==> src/rtl/thread_issue_scheduler.sv <==
// Round-robin fetch-issue scheduler: picks one eligible hardware thread per cycle
// and offers it to fetch through a valid/ready handshake, with per-thread stall counters.
module thread_issue_scheduler #(
  parameter int THREAD_INDEX_BITS  = 3,
  parameter int BLOCK_CYCLES_WIDTH = 4
) (
  input  logic                                clk,
  input  logic                                reset,
  input  logic [(1<<THREAD_INDEX_BITS)-1:0]   in_thread_enable_mask,
  input  logic                                in_block_valid,
  input  logic [THREAD_INDEX_BITS-1:0]        in_block_thread_index,
  input  logic [BLOCK_CYCLES_WIDTH-1:0]       in_block_cycles,
  input  logic                                in_fetch_ready,
  output logic                                out_issue_valid,
  output logic [THREAD_INDEX_BITS-1:0]        out_thread_index,
  output logic                                out_increment_flag
);

  localparam int N = 1 << THREAD_INDEX_BITS;

  logic [N-1:0]                 eligible;
  logic [N-1:0]                 block_load;
  logic                         issue_valid_reg;
  logic [THREAD_INDEX_BITS-1:0] thread_index_reg;
  logic [THREAD_INDEX_BITS-1:0] last_grant_reg;
  logic                         hit_found;
  logic [THREAD_INDEX_BITS-1:0] hit_index;
  logic                         fire;
  logic                         load_en;

  genvar gi;
  generate
    for (gi = 0; gi < N; gi++) begin : g_thread
      logic [BLOCK_CYCLES_WIDTH-1:0] cnt_reg;

      // A thread being blocked this very cycle is already ineligible.
      assign block_load[gi] = in_block_valid
                            && (in_block_thread_index == THREAD_INDEX_BITS'(gi))
                            && (in_block_cycles != '0);

      assign eligible[gi] = in_thread_enable_mask[gi] & (cnt_reg == '0) & ~block_load[gi];

      always_ff @(posedge clk or negedge reset) begin
        if (!reset) begin
          cnt_reg <= '0;
        end else if (block_load[gi]) begin
          cnt_reg <= in_block_cycles;
        end else if (cnt_reg != '0) begin
          cnt_reg <= cnt_reg - BLOCK_CYCLES_WIDTH'(1);
        end
      end
    end
  endgenerate

  // Search starts just after the last grant and checks the last grant itself last.
  always_comb begin
    logic [THREAD_INDEX_BITS-1:0] cand;
    hit_found = 1'b0;
    hit_index = last_grant_reg;
    cand      = last_grant_reg;
    for (int k = 1; k <= N; k++) begin
      cand = last_grant_reg + THREAD_INDEX_BITS'(k);
      if (!hit_found && eligible[cand]) begin
        hit_found = 1'b1;
        hit_index = cand;
      end
    end
  end

  assign fire    = issue_valid_reg & in_fetch_ready;
  assign load_en = !issue_valid_reg || fire;

  // A held offer is never withdrawn; it only changes once it fires or was empty.
  always_ff @(posedge clk or negedge reset) begin
    if (!reset) begin
      issue_valid_reg  <= 1'b0;
      thread_index_reg <= '0;
      last_grant_reg   <= '1;
    end else if (load_en) begin
      if (hit_found) begin
        issue_valid_reg  <= 1'b1;
        thread_index_reg <= hit_index;
        last_grant_reg   <= hit_index;
      end else begin
        issue_valid_reg  <= 1'b0;
      end
    end
  end

  assign out_issue_valid    = issue_valid_reg;
  assign out_thread_index   = thread_index_reg;
  assign out_increment_flag = fire;

endmodule

==> config.mk <==
export PLATFORM = sky130hd
export DESIGN_NAME = thread_issue_scheduler
export DESIGN_NICKNAME = d
export VERILOG_FILES = /design/src/rtl/thread_issue_scheduler.sv
export SDC_FILE = /design/constraint.sdc
export NUM_CORES = 1
export LEC_CHECK = 0
export BUFFER_PORTS_ARGS = -buffer_cell sky130_fd_sc_hd__buf_4
export CORE_MARGIN = 4
export CORE_UTILIZATION = 37
export DETAILED_ROUTE_END_ITERATION = 8
export PLACE_DENSITY = 0.53
export SYNTH_ARGS = -nofsm -noshare
export SYNTH_HDL_FRONTEND = slang
export SYNTH_SLANG_ARGS = --single-unit
==> constraint.sdc <==
create_clock -name clk -period 6.7 [get_ports clk]
set_input_delay 0 -clock clk [delete_from_list [all_inputs] [get_ports clk]]
set_output_delay 0 -clock clk [all_outputs]
set_load 0.02 [all_outputs]
==> impl_results.md <==
- Outcome: finished, final reports clean
- Post-synth EDFFs: 0
- Worst setup path category: flip-flop to flip-flop
- Fmax achieved: 287 MHz
- Cts repair resizes: 0
- Most area-hungry cell type in the Yosys netlist: dfrtp_1
- Vert. Die Dim: 106 µm
- Max rail drop VDD: 0.000196 V
- RSZ-0062 raised after global routing: no
- Final Hold Slack: around 0.034 ns
- Max Cap Viol: 0
- Critical Path Start: g_thread[4].cnt_reg[0]
- Layout Utilization: 0.413
- Clock transition at path regs: around 0.080 ns
- Worst Tran Pin Value: 0.977 ns
- Comb power frac: 0.677
- Setup TNS: 0 ns
- Final Skew: 0.00476 ns
- TritonRoute pass-1 iters: 5
- CP arrival: 3.69 ns
- Reg-to-reg slack, setup: 3.21 ns
- Ys Warns: 0
- Initial Util: 0.382
- Top-count cell post-synth: nand2_1
- Commonest cells post-synth: nand2_1, dfrtp_1, inv_1, nor2_1, nor3_1
- Layout cells sized above 1: 0.173
- CTS tree: yes
- Antenna violations before repair: 0
- Final Max Slew Viols: 0
- Detailed Place HPWL: approximately 6800 µm
- Largest net degree at the start of global routing: 40
- Top_reg_cell synth: dfrtp_1
- # diodes: 0
- DR WL/cell: 16.3 µm
- FF+latch count, synth: 39
- Power per cell area: approximately 540 nW/µm²
- Post-Route WL: 9000 µm
- First-pass GRT wire length: 15100 µm
- Number of buffers created by CTS: 5
- Synth Net Count: 448
- DR iter-0 viols: 211
- Vias post-DR: 3233
- Via count of the first global-routing pass: slightly above 3000
- Worst-Skew Late Latency: around 0.29 ns
- Switching part of the total: 0.478
- Reg2reg start: g_thread[4].cnt_reg[0]
- Reg power frac: 0.246
- Mapped cell area: 3550 µm²
- Placer Congestion: 0.885
- Setup Fix Bufs, Post-CTS: 0
- Yosys cell types: 77
- Io pins: 24
- Die width: 106 µm
- Nets@finish: 459
- Leak Pwr: 1.58 nW
- Largest cells by area after synthesis: dfrtp_1, ha_1, nand2_1, nor3_1, inv_1
- Die area: about 11000 µm²
- Synth-to-layout area growth: 8.11%
- End of the critical path: last_grant_reg[0]
- Final min period: 3.49 ns
- CORE AREA: 9280 µm²
- Internal power: 1.08 mW
- Period utilization: 0.520
- Syn Inst Count: 411
- FF-to-FF path depth: 10
- Critical Path RT: 6.91 ns
- Element type at the critical path end: flip-flop
- Total GRT Usage: 0.164
- Clock network fraction of design power: 0.076
- Total gr overflow: 0
- Rel. slew slack: 0.340
- Hold Crit Class: input pin to flip-flop
- Buffers added on ports: 23
- Syn avg cell area: roughly 8.6 µm²
- Reg2reg end: last_grant_reg[0]
- DRC: 0
- CTS root buf: clkbuf_8
- Crit Path Max Fanout: 6
- Sequential fraction of the synthesis area: 0.276
- Synth top area share: 0.254
- CTS max path bufs: 2
- Final Hold Vio Count: 0
- Largest register FFs: 32
- Routed Antenna Nets: 0
- Row count: 35
- Critical Path Source Type: flip-flop
- Final setup violating endpoints: 0
- Vias per std cell: 5.86
- H-tree levels: 2
- Async SR Flop Fraction: 1.00
- Net Switching: 0.989 mW
- Clk sinks: 39
-- routing by layer --
metal  GRT usage  vias to the layer above  routed length [µm]  share of wire
li1            -                     1573                   -              -
met1       0.224                     1530                4230           0.47
met2       0.267                      103                4130           0.46
met3      0.0213                       27                 386          0.043
met4      0.0601                        0                 251          0.028
met5           0                        -                   0              0
-- area by class of cell --
type	instances	area (µm²)
fill	951	5450
sequential	39	980
tap	129	161
clock inverter	1	5.00
clock buffer	7	76.3
inverter	29	109
multi-input combinational	323	2320
timing repair buffer	24	183
-- worst max-delay path, cell delays in order, from the launching register on --
cell       delay (ns)
dfrtp_1          0.41
inv_1            0.09
ha_1             0.16
or3b_2           0.54
a2111oi_2        0.65
nor2_2           0.13
mux4_2           0.56
o211a_2          0.20
and3_4           0.18
o31a_1           0.25
o31ai_1          0.23
-- power groups by stage --
stage	sequential, mW	clock, mW	combinational, mW
6_report	0.509	0.158	1.40
5_1_grt	0.530	0.174	1.59
4_1_cts	0.507	0.165	1.40
3_5_place_dp	0.509	0	1.39
3_3_place_gp	0.510	0	1.39
2_1_floorplan	0.468	0	1.16
-- cells by family after synthesis --
family          synth area share
compound gates             0.264
simple gates               0.249
buf+inv                   0.0694
xor+xnor                  0.0444
flops                      0.276
fa+ha+maj                 0.0634
mux                       0.0345
-- cells in the final DEF, fill, tap and decap left out, types with 7 or more instances in the layout --
cell type and instances:
a31oi_1 8, nand3_1 11, dfrtp_1 36, nor2_1 28
inv_1 28, nor3_1 23, buf_4 23, o21ai_0 14
a22oi_1 7, o22ai_1 7, nand2_1 47, or2_2 7
xnor2_1 9, ha_1 18, a21oi_1 19, a32o_1 8
xor2_1 9
-- repair_timing --
item                                    in CTS  in global routing
endpoints found under the hold margin       36                  0
endpoints found under the setup margin       0                  0
hold buffers                                 1                  0
-- through the flow --
stage	setup WS, ns	total power, mW	area [µm²]	instances
4_1_cts	3.21	2.07	3840	552
2_1_floorplan	3.51	1.63	3550	411
5_1_grt	2.94	2.29	3840	552
3_5_place_dp	3.22	1.90	3750	543
6_report	3.21	2.07	3840	552
3_3_place_gp	3.25	1.90	3750	543
-- worst min-delay path by stage --
stage | start | end | slack (ns) | cells after the start
final | in_block_cycles[2] | g_thread[7].cnt_reg[2] | 0.03 | 3
after detailed placement | reset | g_thread[0].cnt_reg[3] | 0.02 | 1
after CTS | in_block_cycles[3] | g_thread[5].cnt_reg[3] | 0.03 | 3
after global placement | reset | g_thread[2].cnt_reg[2] | 0.02 | 1
after floorplan | reset | g_thread[0].cnt_reg[0] | -0.30 | 0
after global routing | in_block_cycles[3] | g_thread[3].cnt_reg[3] | 0.05 | 2
No activity file was read; power rests on OpenSTA's default activity.
